[src/rtl/nn_dma_rd_arb.sv]
// nn_dma_rd_arb: two-requester burst arbiter for the shared DMA read port.
// Round-robin between image and weight fill paths, data steered to owner.
module nn_dma_rd_arb #(
  parameter int DMA_ADDR_WIDTH = 5,
  parameter int LEN_WIDTH      = 6
) (
  input  logic                      i_clk,
  input  logic                      i_rst,
  input  logic                      i_img_req,
  input  logic [DMA_ADDR_WIDTH-1:0] i_img_base_addr,
  input  logic [LEN_WIDTH-1:0]      i_img_len,
  output logic                      o_img_gnt,
  output logic                      o_img_vld,
  output logic                      o_img_done,
  input  logic                      i_wgt_req,
  input  logic [DMA_ADDR_WIDTH-1:0] i_wgt_base_addr,
  input  logic [LEN_WIDTH-1:0]      i_wgt_len,
  output logic                      o_wgt_gnt,
  output logic                      o_wgt_vld,
  output logic                      o_wgt_done,
  output logic                      o_dma_rd_en,
  output logic [DMA_ADDR_WIDTH-1:0] o_dma_rd_addr,
  input  logic [15:0]               i_dma_rd_data,
  output logic [15:0]               o_rd_data,
  output logic                      o_busy
);

  typedef enum logic [1:0] {
    IDLE  = 2'd0,
    READ  = 2'd1,
    DRAIN = 2'd2
  } state_t;

  localparam logic [LEN_WIDTH-1:0] LEN_ONE  = LEN_WIDTH'(1);
  localparam logic [LEN_WIDTH-1:0] LEN_ZERO = '0;

  state_t                    state;
  state_t                    state_nxt;
  logic                      own_img;
  logic [DMA_ADDR_WIDTH-1:0] addr;
  logic [LEN_WIDTH-1:0]      len;
  logic [LEN_WIDTH-1:0]      cnt;
  logic                      prefer_img;
  logic                      gnt_q;
  logic                      rd_q;

  logic                      pick_any;
  logic                      pick_img;
  logic [LEN_WIDTH-1:0]      pick_len;
  logic [DMA_ADDR_WIDTH-1:0] pick_base;
  logic                      take;
  logic                      last_rd;
  logic                      rd_en;

  // Winner selection: a lone request wins, a tie goes to the favoured side.
  always_comb begin
    pick_any  = i_img_req | i_wgt_req;
    pick_img  = i_img_req & (~i_wgt_req | prefer_img);
    pick_len  = pick_img ? i_img_len : i_wgt_len;
    pick_base = pick_img ? i_img_base_addr : i_wgt_base_addr;
    take      = (state == IDLE) & pick_any;
    last_rd   = (cnt == (len - LEN_ONE));
    rd_en     = (state == READ);
  end

  // Next-state logic; zero-length bursts skip READ and finish in DRAIN.
  always_comb begin
    state_nxt = state;
    unique case (state)
      IDLE: begin
        if (pick_any) begin
          state_nxt = (pick_len == LEN_ZERO) ? DRAIN : READ;
        end
      end
      READ: begin
        if (last_rd) begin
          state_nxt = DRAIN;
        end
      end
      DRAIN: begin
        state_nxt = IDLE;
      end
      default: begin
        state_nxt = IDLE;
      end
    endcase
  end

  // State register, burst context latch and round-robin pointer.
  always_ff @(posedge i_clk) begin
    if (i_rst) begin
      state      <= IDLE;
      own_img    <= 1'b0;
      addr       <= '0;
      len        <= '0;
      cnt        <= '0;
      prefer_img <= 1'b1;
      gnt_q      <= 1'b0;
      rd_q       <= 1'b0;
    end else begin
      state <= state_nxt;
      gnt_q <= take;
      rd_q  <= rd_en;
      if (take) begin
        own_img    <= pick_img;
        addr       <= pick_base;
        len        <= pick_len;
        cnt        <= '0;
        prefer_img <= ~pick_img;
      end else if (rd_en) begin
        addr <= addr + 1'b1;
        cnt  <= cnt + LEN_ONE;
      end
    end
  end

  // Output steering; address and data are forced to zero when unqualified.
  always_comb begin
    o_dma_rd_en   = rd_en;
    o_dma_rd_addr = rd_en ? addr : '0;
    o_img_gnt     = gnt_q & own_img;
    o_wgt_gnt     = gnt_q & ~own_img;
    o_img_vld     = rd_q & own_img;
    o_wgt_vld     = rd_q & ~own_img;
    o_img_done    = (state == DRAIN) & own_img;
    o_wgt_done    = (state == DRAIN) & ~own_img;
    o_rd_data     = rd_q ? i_dma_rd_data : 16'h0000;
    o_busy        = (state != IDLE);
  end

endmodule

[config.mk]
export PLATFORM = sky130hd
export DESIGN_NAME = nn_dma_rd_arb
export DESIGN_NICKNAME = d
export VERILOG_FILES = /design/src/rtl/nn_dma_rd_arb.sv
export SDC_FILE = /design/constraint.sdc
export NUM_CORES = 1
export LEC_CHECK = 0
export CORE_ASPECT_RATIO = 0.7
export CORE_UTILIZATION = 41
export DETAILED_ROUTE_END_ITERATION = 16
export PLACE_DENSITY = 0.84
export RECOVER_POWER = 100
export SLEW_MARGIN = 20
export SYNTH_ARGS = -nofsm -noshare
export SYNTH_HDL_FRONTEND = slang
export SYNTH_SLANG_ARGS = --single-unit
[constraint.sdc]
create_clock -name i_clk -period 1.8 [get_ports i_clk]
set_input_delay 0.45 -clock i_clk [delete_from_list [all_inputs] [get_ports i_clk]]
set_output_delay 0.45 -clock i_clk [all_outputs]
set_load 0.02 [all_outputs]
==> results.json, run 1 <==
{
  "place_ws_ns": -0.274,
  "cap_violations": 0,
  "synth_top_family_by_area": "simple AND/OR/NAND/NOR gates",
  "grt_antenna_before_repair": 0,
  "grt_util_all_layers_pct": 22.0,
  "area_growth_pct": 55.3,
  "cp.required_ns": 1.35,
  "initial_core_util_pct": 42.8,
  "hpwlAfterDp_mm": 3.20,
  "grt_first_pass_wirelength_mm": 6.49,
  "fin_crit_sh_pct": 99.0,
  "cts-buffers-inserted": 3,
  "yosys.cell_types.count": 42,
  "htree_levels": 1,
  "p_leak_nw": 0.989,
  "netlist_instances": 178,
  "grt_max_degree": 19,
  "overflow": 0,
  "synth_compound_area_share_pct": 13.7,
  "routedWlPerCell_um": 12.9,
  "io_pins": 71,
  "cts.clk_slew.worst_paths_ns": 0.09,
  "cts_max_path_buffers": 2,
  "finalCriticalPeriod_ns": 1.78,
  "setup_viol": 0,
  "worst_pin_slew_ns": 0.455,
  "worst_hold_slack_ns": 0.532,
  "grt_pass1_vias": 1491,
  "gp_congestion": 0.868,
  "routed_via_density": 4.93,
  "root_buffer": "clkbuf_8",
  "vias": 1539,
  "place_area_um2": 2380,
  "slowest_stage": "clkdlybuf4s50_1",
  "syn_area_um2": 1510,
  "drv_slew": 0,
  "cpPeakStageDelay_ns": 0.44,
  "peakVddDrop_mv": 0.410,
  "rrSetupSlack_ns": 0.09,
  "totalWireLength_mm": 4.01,
  "placement_rows": 18,
  "yosysWarningCount": 0,
  "clock.fmax_mhz": 561,
  "cts_sinks": 23,
  "nFillCells": 315,
  "coreArea_um2": 3510,
  "clk_latency_ns": 0.26,
  "cts_setup_buffers": 0,
  "synth_xor_area_share_pct": 10.5,
  "drt_iter0_drc": 83,
  "critPathKind": "in -> out",
  "final_hold_viol_count": 0,
  "rsz0062_at_grt": "no",
  "outcome": "finished, final reports clean",
  "cp.arrival_ns": 1.33,
  "drive_gt1_share_pct": 15.3,
  "slew_headroom_pct": 69.4,
  "die_y_um": 52.7,
  "syn-num-nets": 223,
  "synth_seq_area_share_pct": 30.6,
  "synth_largest_area_cell": "dfxtp_1",
  "critPathMaxFanout": 1,
  "portBuffers": 70,
  "yosysTopAreaCellShare_pct": 30.6,
  "setup_tns_ns": 0,
  "avgSynthCellArea_um2": 8.46,
  "firstDrtPassIters": 4,
  "multi_input_area_um2": 932,
  "stdcell_area_um2": 2340,
  "yosys-top-cells-area": "dfxtp_1, and2_1, nand2_1",
  "power_density_nw_per_um2": 1110,
  "dieArea_um2": 3920,
  "synth_fa_ha_area_share_pct": 2.49,
  "hp-class": "reg -> reg",
  "ant_nets": 0,
  "layout.area.seq_um2": 460,
  "synthMuxAreaShare_pct": 2.00,
  "drc": 0,
  "die_x_um": 74.4,
  "clock_skew_ns": 0.00272,
  "antenna_cells": 0,
  "cts_tree": "done",
  "synth-simple-area-share_pct": 34.0,
  "end_kind": "output pin",
  "setup_slack_ns": 0.0172,
  "timing.critical_path.cells": "clkdlybuf4s50_1, and2_1, dlygate4sd2_1",
  "nets": 308,
  "final_util_pct": 66.5,
  "ys_ff_latch": 23,
  "start_kind": "primary input"
}
[through the flow]
stage / power [mW] / std cells
floorplan: 1.76 / 178
global placement: 2.35 / 308
detailed placement: 2.40 / 308
CTS: 2.65 / 312
global route: 2.78 / 312
finish: 2.60 / 312
[flip-flops by register name, indices dropped and copies added, names as in the netlist]
| name | flops |
|---|---|
| addr | 5 |
| len | 6 |
| state | 2 |
| rd_q | 1 |
| prefer_img | 1 |
| gnt_q | 1 |
| cnt | 6 |
| own_img | 1 |
[power by group]
| part | leakage, nW | switching [mW] | total (mW) | internal [mW] |
|---|---|---|---|---|
| combinational | 0.774 | 0.785 | 1.52 | 0.735 |
| sequential | 0.189 | 0.116 | 0.751 | 0.635 |
| clock | 0.0255 | 0.172 | 0.327 | 0.155 |
| total | 0.989 | 1.07 | 2.60 | 1.53 |
[Yosys cell counts, drive strengths merged]
cell and n:
nand2 24, dfxtp 23, and2 22, nor2 15, xnor2 10, nor3 9
a311oi 8, buf 8, xor2 8, inv 7, a211oi 4, nand4 4
and3 3, clkbuf 3, ha 3, mux2i 3, or2 3, nand2b 2
nor2b 2, nor3b 2, nor4 2, o21ai 2, a21oi 1, a221oi 1
a32o 1, and3b 1, nand4b 1, o211ai 1, o311ai 1, o31ai 1
o41ai 1, or3 1, or4 1
[what timing repair did]
item,in CTS,in global routing
resized for setup,36,26
hold buffers,0,0
cloned,0,0
setup endpoints to repair,29,22
pin swaps,0,0
[placed cells by master (no fill, tap or decap), types with 8 or more instances in the layout]
cell	synthesis	routed
and2_1	22	20
buf_4	2	15
clkbuf_1	3	8
clkdlybuf4s15_1	0	11
clkdlybuf4s50_1	0	40
dfxtp_1	23	23
dlygate4sd2_1	0	8
nand2_1	24	24
nor2_1	14	13
nor3_1	7	8
xnor2_1	10	10
xor2_1	8	8
[per-layer routing]
layer / share of wire (%) / vias up / global-route usage (%)
li1: - / 779 / -
met4: 0.87 / 0 / 5.03
met1: 46 / 684 / 27.4
met3: 9.3 / 4 / 5.96
met2: 44 / 72 / 37.5
met5: 0 / - / 0
[worst max-delay path, delay by kind of cell]
family / cells / cell delay, ns
simple gates: 1 / 0.11
buf+inv: 2 / 0.77
[path summary, 6_finish.rpt]
kind,depth (start not counted),end,startpoint
worst min register to register,2,own_img,own_img
worst max-delay path,3,o_rd_data[0],i_dma_rd_data[0]
worst min-delay path,2,own_img,own_img
worst max register to register,6,addr[4],state[0]
[cell type report]
cell class,instances,area share (%)
multi-input cells,137,39.9
repair buffers,91,34.6
flip-flops and latches,23,19.7
well taps,50,2.68
clock buffers,3,1.77
inverters,7,1.12
clock inverters,1,0.214
[cells by family after synthesis]
group,after synthesis
buffers and inverters,18
adder cells (fa/ha/maj),3
flip-flops,23
AND/OR/NAND/NOR,92
XOR/XNOR,18
AO/OA/AOI/OAI,21
multiplexers,3
Power figures use the tool's default switching activity.
==> run 2, diff against run 1 <==
--- a/config.mk
+++ b/config.mk
@@ -5,8 +5,10 @@
 export SDC_FILE = /design/constraint.sdc
 export NUM_CORES = 1
 export LEC_CHECK = 0
+export CAP_MARGIN = 20
 export CORE_ASPECT_RATIO = 0.7
 export CORE_UTILIZATION = 41
+export CTS_CLUSTER_DIAMETER = 30
 export DETAILED_ROUTE_END_ITERATION = 16
 export PLACE_DENSITY = 0.84
 export RECOVER_POWER = 100
==> results of run 2 <==
No change in the layout: final DEF, timing and power equal those of run 1.
==> run 3, diff against run 2 <==
--- a/config.mk
+++ b/config.mk
@@ -5,13 +5,13 @@
 export SDC_FILE = /design/constraint.sdc
 export NUM_CORES = 1
 export LEC_CHECK = 0
+export ABC_AREA = 1
 export CAP_MARGIN = 20
 export CORE_ASPECT_RATIO = 0.7
-export CORE_UTILIZATION = 41
+export CORE_UTILIZATION = 45
 export CTS_CLUSTER_DIAMETER = 30
 export DETAILED_ROUTE_END_ITERATION = 16
-export PLACE_DENSITY = 0.84
-export RECOVER_POWER = 100
+export PLACE_DENSITY = 0.9
 export SLEW_MARGIN = 20
 export SYNTH_ARGS = -nofsm -noshare
 export SYNTH_HDL_FRONTEND = slang
==> constraint.sdc (replaced) <==
create_clock -name i_clk -period 2.06 [get_ports i_clk]
set_input_delay 0.515 -clock i_clk [delete_from_list [all_inputs] [get_ports i_clk]]
set_output_delay 0.515 -clock i_clk [all_outputs]
set_load 0.02 [all_outputs]
==> run 3 against run 2 <==
Net effect: worst hold slack worse by 0.038 ns; register-to-register slack better by 0.42 ns; sequential power down 20%; global-route usage is 1.4 points higher; die area is 6.7% lower; synthesized area is 2.2% higher; cell count is 21% higher; via count rose by 14%.
==> results.json, run 3 <==
{
  "outcome": "finished, final reports clean",
  "yosys.cell_types.count": 28,
  "overflow": 0,
  "io_pins": 71,
  "yosysTopAreaCellShare_pct": 29.9,
  "power_density_nw_per_um2": 745,
  "cts_setup_buffers": 0,
  "cpPeakStageDelay_ns": 0.45,
  "yosysMostFrequentCell": "nand2_1",
  "area_growth_pct": 55.3,
  "initial_core_util_pct": 47.9,
  "peakVddDrop_mv": 0.517,
  "critPathMaxFanout": 1,
  "start_kind": "primary input",
  "htree_levels": 1,
  "cap_violations": 0,
  "nFillCells": 264,
  "coreArea_um2": 3210,
  "avgSynthCellArea_um2": 6.18,
  "routed_via_density": 4.65,
  "rrSetupSlack_ns": 0.51,
  "grt_antenna_before_repair": 0,
  "dieArea_um2": 3660,
  "min-delay-start": "prefer_img",
  "timing.critical_path.cells": "clkdlybuf4s50_1, nand2_1, inv_1, dlygate4sd2_1",
  "drv_slew": 0,
  "totalWireLength_mm": 4.04,
  "end_kind": "output pin",
  "netlist_instances": 249,
  "rsz0062_at_grt": "no",
  "reg.largest.list": "cnt: 6 flops, len: 6 flops, addr: 5 flops",
  "place_ws_ns": -0.153,
  "layout.cells.most_common": "nand2_1",
  "cp.depth": 4,
  "ant_nets": 0,
  "layout.area.seq_um2": 462,
  "portBuffers": 70,
  "cts_tree": "done",
  "cp.arrival_ns": 1.42,
  "grt_first_pass_wirelength_mm": 6.76,
  "hpwlAfterDp_mm": 3.33,
  "cts.clk_slew.worst_paths_ns": 0.08,
  "layout_common_cells": "nand2_1, inv_1, clkdlybuf4s50_1, nor2_1",
  "yosysWarningCount": 0,
  "worstReg2RegStart": "len[0]",
  "reg2reg_depth": 9,
  "drt_iter0_drc": 136,
  "ys.flop_type": "dfxtp_1",
  "finalPower_mw": 1.78,
  "placement_rows": 17,
  "slowest_stage": "clkdlybuf4s50_1",
  "cts-buffers-inserted": 3,
  "drc": 0,
  "setup_slack_ns": 0.125,
  "worst_pin_slew_ns": 0.322,
  "syn-num-nets": 294,
  "met2_length_mm": 1.91,
  "gp_congestion": 0.857,
  "p_leak_nw": 1.30,
  "cts_max_path_buffers": 2,
  "path_buf_inv": 3,
  "grt_util_all_layers_pct": 23.3,
  "timing.rr.end": "state[0]",
  "multi_input_area_um2": 836,
  "routedWlPerCell_um": 10.7,
  "antenna_cells": 0,
  "met3_length_um": 272,
  "die_x_um": 71.9,
  "ys_ff_latch": 23,
  "hp-class": "reg -> reg",
  "clock_skew_ns": 0.00372,
  "critPathKind": "in -> out",
  "cts_sinks": 23,
  "die_y_um": 50.9,
  "synthArstFlopShare_pct": 0,
  "met1_length_mm": 1.84,
  "nets": 378,
  "final_cells": 379,
  "syn_area_um2": 1540,
  "hold_buffers": 0,
  "grt_max_degree": 17,
  "synth_largest_area_cell": "dfxtp_1",
  "placed_cells": 375,
  "clk_latency_ns": 0.26,
  "drive_gt1_share_pct": 9.94,
  "top_layer_used": "met4",
  "yosys-top-cells-area": "dfxtp_1, nand2_1, inv_1",
  "hold_depth": 2,
  "slew_headroom_pct": 78.4,
  "vias": 1762,
  "synth_edf_count": 0,
  "fin_crit_sh_pct": 93.9,
  "grt_pass1_vias": 1588,
  "synth_seq_area_share_pct": 29.9,
  "min_to": "prefer_img",
  "setup_viol": 0,
  "cp.required_ns": 1.54,
  "root_buffer": "clkbuf_8",
  "clock.fmax_mhz": 517,
  "finalCriticalPeriod_ns": 1.93,
  "netlist_top_cells_count": "nand2_1, inv_1, nor2_1, dfxtp_1, a21oi_1",
  "critPathTopFamily": "buffers and inverters",
  "firstDrtPassIters": 4,
  "final_hold_viol_count": 0
}
run 3: metrics by stage:
stage / cell area (µm²) / utilization [%] / TNS, ns / hold WS (ns)
after floorplan: 1540 / - / 0 / 0.453
after global placement: 2370 / 73.7 / -1.74 / 0.470
after detailed placement: 2370 / 73.7 / -1.95 / 0.477
after CTS: 2380 / 74.3 / 0 / 0.491
after global routing: 2390 / 74.4 / 0 / 0.523
final: 2390 / 74.4 / 0 / 0.494
run 3: how the worst max path moves through the flow:
stage                            startpoint             to  slack, ns
final                     i_dma_rd_data[15]  o_rd_data[15]       0.13
after CTS                          state[1]     o_wgt_done       0.05
after detailed placement  i_dma_rd_data[15]  o_rd_data[15]      -0.15
after global placement     i_dma_rd_data[0]   o_rd_data[0]      -0.12
after floorplan                        rd_q  o_rd_data[10]       0.52
after global routing               state[0]     o_img_done       0.05
run 3: worst register-to-register path: stages (launching register included):
cell     delay [ns]
dfxtp_1        0.39
inv_1          0.13
ha_1           0.32
xnor2_1        0.12
nor2_1         0.09
nand3_1        0.08
nor2_1         0.09
nand2_1        0.09
nand3_1        0.08
nand2_1        0.06
run 3: cells by family (layout without fill, tap and decap cells):
family	after synthesis	count (layout)	synth area share, %
buffers and inverters	60	143	15.7
xor gates and xnor gates	9	9	5.13
adders and majority gates	3	3	2.44
AOI/OAI and AO/OA	31	31	11.6
DFF	23	23	29.9
and+or+nand+nor	123	123	35.2
run 3: final cells by class:
| class | count | share of cell area (%) |
|---|---|---|
| Clock buffer | 4 | 1.89 |
| Inverter | 55 | 8.64 |
| Multi-Input combinational cell | 166 | 35.0 |
| Sequential cell | 23 | 19.3 |
| Tap cell | 47 | 2.46 |
| Timing Repair Buffer | 84 | 32.7 |
run 3: power by group:
part / leakage, nW / total (mW) / switching [mW] / internal [mW]
combinational: 1.09 / 0.898 / 0.500 / 0.398
sequential: 0.189 / 0.601 / 0.0742 / 0.527
clock: 0.0228 / 0.280 / 0.142 / 0.138
run 3: timing repair:
| item | CTS | global route |
|---|---|---|
| setup endpoints to repair | 22 | 2 |
| cloned | 0 | 0 |
| resized for setup | 22 | 2 |
run 3: layer usage:
metal  GRT usage (%)  vias to the layer above
li1                -                      919
met1            29.8                      776
met2            39.9                       63
met3            6.51                        4
met4            3.92                        0
met5               0                        -
